## src/rtl/cdc_src_arbiter.sv

```systemverilog
// cdc_src_arbiter: round-robin merge of NumIn valid/ready requesters onto one
// registered {tag, payload} stream, plus the drain/clear/ack sequencer for the CDC.
module cdc_src_arbiter #(
    parameter int NumIn     = 4,
    parameter int DataWidth = 32,
    parameter int ClrCycles = 4,
    localparam int IdxWidth = $clog2(NumIn)
) (
    input  logic                          clk_i,
    input  logic                          rst_i,
    input  logic [NumIn*DataWidth-1:0]    in_data_i,
    input  logic [NumIn-1:0]              in_valid_i,
    output logic [NumIn-1:0]              in_ready_o,
    output logic [IdxWidth+DataWidth-1:0] out_data_o,
    output logic                          out_valid_o,
    input  logic                          out_ready_i,
    output logic                          out_clr_o,
    input  logic                          clr_req_i,
    output logic                          clr_ack_o,
    output logic                          busy_o
);

    localparam int CntWidth = (ClrCycles > 1) ? $clog2(ClrCycles) : 1;

    typedef enum logic [1:0] {
        ST_ARB,
        ST_DRAIN,
        ST_CLEAR,
        ST_ACK
    } state_e;

    state_e                        state_q, state_d;
    logic [CntWidth-1:0]           cnt_q, cnt_d;
    logic                          full_q, full_d;
    logic [IdxWidth+DataWidth-1:0] data_q, data_d;
    logic [IdxWidth-1:0]           ptr_q, ptr_d;

    logic                          win_found;
    logic [IdxWidth-1:0]           win_idx;
    logic [IdxWidth-1:0]           ptr_nxt;
    logic                          pop;
    logic                          can_acc;
    logic                          xfer;

    // Index arithmetic modulo NumIn, which need not be a power of two.
    function automatic logic [IdxWidth-1:0] wrap_add(
        input logic [IdxWidth-1:0] base,
        input int                  off
    );
        int s;
        s = int'(base) + off;
        if (s >= NumIn) s = s - NumIn;
        return IdxWidth'(s);
    endfunction

    assign pop     = full_q & out_ready_i;
    assign can_acc = (state_q == ST_ARB) & ~clr_req_i & ~rst_i & (~full_q | pop);
    assign xfer    = can_acc & win_found;
    assign ptr_nxt = wrap_add(win_idx, 1);

    // Pick the first valid requester starting at the round-robin pointer.
    always_comb begin
        logic [IdxWidth-1:0] cand;
        win_found = 1'b0;
        win_idx   = '0;
        cand      = '0;
        for (int k = NumIn - 1; k >= 0; k--) begin
            cand = wrap_add(ptr_q, k);
            if (in_valid_i[cand]) begin
                win_found = 1'b1;
                win_idx   = cand;
            end
        end
    end

    // One-hot ready to the winner only when it can actually transfer.
    always_comb begin
        in_ready_o = '0;
        if (xfer) in_ready_o[win_idx] = 1'b1;
    end

    // Next state of the output register and the round-robin pointer.
    always_comb begin
        full_d = full_q;
        data_d = data_q;
        ptr_d  = ptr_q;
        if (pop) full_d = 1'b0;
        if (xfer) begin
            full_d = 1'b1;
            data_d = {win_idx, in_data_i[int'(win_idx)*DataWidth +: DataWidth]};
            ptr_d  = ptr_nxt;
        end
        if (state_q == ST_CLEAR) ptr_d = '0;
    end

    // Datapath registers.
    always_ff @(posedge clk_i) begin
        if (rst_i) begin
            full_q <= 1'b0;
            data_q <= '0;
            ptr_q  <= '0;
        end else begin
            full_q <= full_d;
            data_q <= data_d;
            ptr_q  <= ptr_d;
        end
    end

    // FSM state and clear-duration counter.
    always_ff @(posedge clk_i) begin
        if (rst_i) begin
            state_q <= ST_ARB;
            cnt_q   <= '0;
        end else begin
            state_q <= state_d;
            cnt_q   <= cnt_d;
        end
    end

    // Clear sequence: drain the register, hold clear, then 4-phase ack.
    always_comb begin
        state_d = state_q;
        cnt_d   = cnt_q;
        unique case (state_q)
            ST_ARB: begin
                if (clr_req_i) state_d = ST_DRAIN;
            end
            ST_DRAIN: begin
                if (~full_q | pop) begin
                    state_d = ST_CLEAR;
                    cnt_d   = CntWidth'(ClrCycles - 1);
                end
            end
            ST_CLEAR: begin
                if (cnt_q == '0) state_d = ST_ACK;
                else             cnt_d   = cnt_q - CntWidth'(1);
            end
            ST_ACK: begin
                if (~clr_req_i) state_d = ST_ARB;
            end
            default: state_d = ST_ARB;
        endcase
    end

    // Status and sideband outputs decoded from state.
    always_comb begin
        out_valid_o = full_q;
        out_data_o  = data_q;
        out_clr_o   = (state_q == ST_CLEAR);
        clr_ack_o   = (state_q == ST_ACK);
        busy_o      = full_q | (state_q != ST_ARB);
    end

endmodule

```

## config.mk

```make
export PLATFORM = sky130hd
export DESIGN_NAME = cdc_src_arbiter
export DESIGN_NICKNAME = d
export VERILOG_FILES = /design/src/rtl/cdc_src_arbiter.sv
export SDC_FILE = /design/constraint.sdc
export NUM_CORES = 1
export LEC_CHECK = 0
export ABC_CLOCK_PERIOD_IN_PS = 3900
export CORE_UTILIZATION = 34
export DETAILED_ROUTE_END_ITERATION = 10
export PLACE_DENSITY = 0.79
export SETUP_SLACK_MARGIN = 0.5
export SLEW_MARGIN = 10
export SYNTH_ARGS = -nofsm -noshare
export SYNTH_HDL_FRONTEND = slang
export SYNTH_SLANG_ARGS = --single-unit
```

## constraint.sdc

```tcl
create_clock -name clk_i -period 3.9 [get_ports clk_i]
set_input_delay 0.78 -clock clk_i [delete_from_list [all_inputs] [get_ports clk_i]]
set_output_delay 0.78 -clock clk_i [all_outputs]
set_load 0.01 [all_outputs]
```

==> impl_results.md <==
- Filler cell count: 659
- Clock Tree Root: clkbuf_8
- DR iter-0 viols: 108
- Dpl hpwl: 6690 um
- Global-route wire length before repair: 15,300 um
- Async SR Flop Fraction: 0
- First drt pass iteration count: 6
- Via Count: 3,154
- Post-CTS Setup Inserts: 0
- CTS Sinks: 41
- Synth warn: 0
- Critical Path Max Stage Delay: 0.55 ns
- Internal reg-to-reg setup slack: 1.67 ns
- Reg-to-Reg End: out_data_o[22]
- Final hold viol count: 0
- Final setup violation count: 0
- Commonest cells after routing, fill and taps aside: 173 x clkdlybuf4s50_1, 41 x dfxtp_1, 40 x nand2_1, 34 x nand3_1, 34 x o21ai_0
- DRC errors left: 0
- Seq cells post-synth: 41
- Hold Path Class: flip-flop to flip-flop
- TritonCTS Buffers: 5
- Period Utilization, post-route: 0.847
- Placement Cell Area: 4530 sq um
- H-tree depth: 2
- Initial antenna violation count: 0
- Fmax: 303 MHz
- # diodes: 0
- Core area: 7370 sq um
- ANT nets after route: 0
- Die width: 90.0 um
- Synth cell types: 36
- Crit end category: output port
- Hold path cells: 2
- Hold Startpoint: out_data_o[32]
- Period minus WS final: 3.30 ns
- Skew final: 0.00608 ns
- Worst-Skew Late Latency: 0.29 ns
- Initial core utilization: 0.357
- Hold EP: out_data_o[32]
- Syn Area/Cell: 8.08 sq um
- P&R area growth vs syn: 76.3%
- Leak: 1.79 nW
- Top cells by area, synth: dfxtp_1 31%, mux2i_1 13%, a21o_1 9.1%
- Pin count of the biggest net entering global routing: 34
- Crit-path cells: clkdlybuf4s50_1, buf_4, nor4_4, nand2_1, nor2_1, clkdlybuf4s50_1
- Seq/Total Area, Yosys: 0.312
- Placer Congestion: 0.768
- Total wire length: 9320 um
- GRT Total Usage: 0.230
- Most common cell after layout, fill and taps aside: clkdlybuf4s50_1
- Die area: 8100 sq um
- Clock tree from TritonCTS: yes
- Fin Setup TNS: 0 ns
- Req. time, crit path: 3.12 ns
- Rows: 31
- Share of cells above drive strength 1: 0.0587
- Max Cap Violations: 0
- Yosys top cell by area: dfxtp_1
- Reg area: 821 sq um
- Outcome: finished clean
- NumNets Final: 635
- # port buffers: 177
- Worst Tran Pin Value: 1.03 ns
- CP dominant cell by count: clkdlybuf4s50_1
- Grt ovf: 0
- RSZ-0062 raised after global routing: no
- Hold slack: 0.444 ns
- Critical path type: input port to output port
- Worst R2R Path Depth: 6
- Slew Limit Fails: 0
- Vias/cell: 5.32
- Finished Cell Area: 4640 sq um
- Syn_nets: 468
- Reg2reg start: ptr_q[1]
- Critical path fanouts, max: 9
- Synth Instances: 326
- Slew headroom: 0.315
- Netlist Area Pre-Place: 2630 sq um
- Slowest CP cell: clkdlybuf4s50_1
- Area of the multi-input gates: 1700 sq um
- Pwr dens: 393 nW/um^2
- Height of the chip: 90.0 um
- Top cell type's share of synthesized area: 0.312
- Routed WL per cell: 15.7 um
- I/O pins: 178
- Dominant synthesized flop cell: dfxtp_1
- Vias in the first global route: 3,214
- Clock-pin slew on the worst setup and hold paths: 0.07 ns
- Clock tree buffer depth: 2
- Worst EP arrival: 2.52 ns
- Post-synth EDFFs: 0
- IR drop worst, VDD: 0.000302 V
- Startpoint types: input port
[critical path, delay by kind of cell]
family | cells | cell delay (ns)
buffers and inverters | 3 | 1.18
and+or+nand+nor | 3 | 0.55
[metal layers]
metal  track usage  up-vias  wire, um
li1              -     1526         -
met4        0.0632        0       137
met3        0.0440       13       694
met2         0.428      151      4670
met1         0.268     1464      3820
met5             0        -         0
[layout make-up]
class                   instances  share of cell area
repair buffers                188               0.402
inverters                       7             0.00566
flip-flops and latches         41               0.177
well taps                      99              0.0267
clock buffers                   7              0.0208
multi-input cells             250               0.367
clock inverters                 1             0.00108
[cells by family (layout without fill, tap and decap cells)]
family,count (synthesis),count (layout),synth area share
flip-flops,41,41,0.312
adder cells (fa/ha/maj),6,6,0.0285
multiplexers,34,34,0.129
buffers and inverters,35,203,0.0556
AND/OR/NAND/NOR,95,95,0.176
AO/OA/AOI/OAI,114,114,0.296
XOR/XNOR,1,1,0.00333
[worst max path at each step]
stage / slack [ns] / start / endpoint
2_1_floorplan: 1.28 / in_valid_i[1] / in_ready_o[0]
3_3_place_gp: 0.33 / in_valid_i[1] / in_ready_o[2]
3_5_place_dp: 0.28 / in_valid_i[1] / in_ready_o[3]
4_1_cts: 0.48 / in_valid_i[2] / in_ready_o[3]
5_1_grt: 0.51 / rst_i / in_ready_o[3]
6_report: 0.60 / rst_i / in_ready_o[3]
[flip-flops by register name (all words and copies together) (netlist names)]
register,flops
ptr_q,2
out_data_o,34
state_q,2
cnt_q,2
out_valid_o,1
[what timing repair did]
action / CTS / global route
setup endpoints to repair: 4 / 3
hold buffers: 0 / 0
resized for setup: 5 / 3
[cell usage after synthesis, types with 2 or more instances]
| cell type | n |
|---|---|
| dfxtp_1 | 41 |
| nand2_1 | 40 |
| mux2i_1 | 34 |
| nand3_1 | 34 |
| o21ai_0 | 34 |
| a21o_1 | 32 |
| o211ai_1 | 32 |
| clkbuf_1 | 15 |
| buf_2 | 9 |
| inv_1 | 7 |
| nor2_1 | 7 |
| ha_1 | 6 |
| a21oi_1 | 4 |
| buf_1 | 3 |
| a211oi_1 | 2 |
| and3_1 | 2 |
| nand2b_1 | 2 |
| nor2b_1 | 2 |
| nor3_1 | 2 |
| o21a_1 | 2 |
[through the flow]
step / setup slack, ns / instances / total power [mW] / util
2_1_floorplan: 1.28 / 326 / 1.06 / -
3_3_place_gp: 0.327 / 585 / 1.50 / 0.614
3_5_place_dp: 0.283 / 585 / 1.53 / 0.614
4_1_cts: 0.479 / 593 / 1.84 / 0.629
5_1_grt: 0.514 / 593 / 1.94 / 0.630
6_report: 0.598 / 593 / 1.82 / 0.630
[report_power, final]
| group | internal (mW) | switching [mW] | leakage (nW) | total (mW) |
|---|---|---|---|---|
| clock network | 0.160 | 0.144 | 0.0542 | 0.304 |
| logic | 0.493 | 0.434 | 1.40 | 0.927 |
| registers | 0.527 | 0.0647 | 0.336 | 0.592 |
| total | 1.18 | 0.642 | 1.79 | 1.82 |
Power figures use the tool's default switching activity.
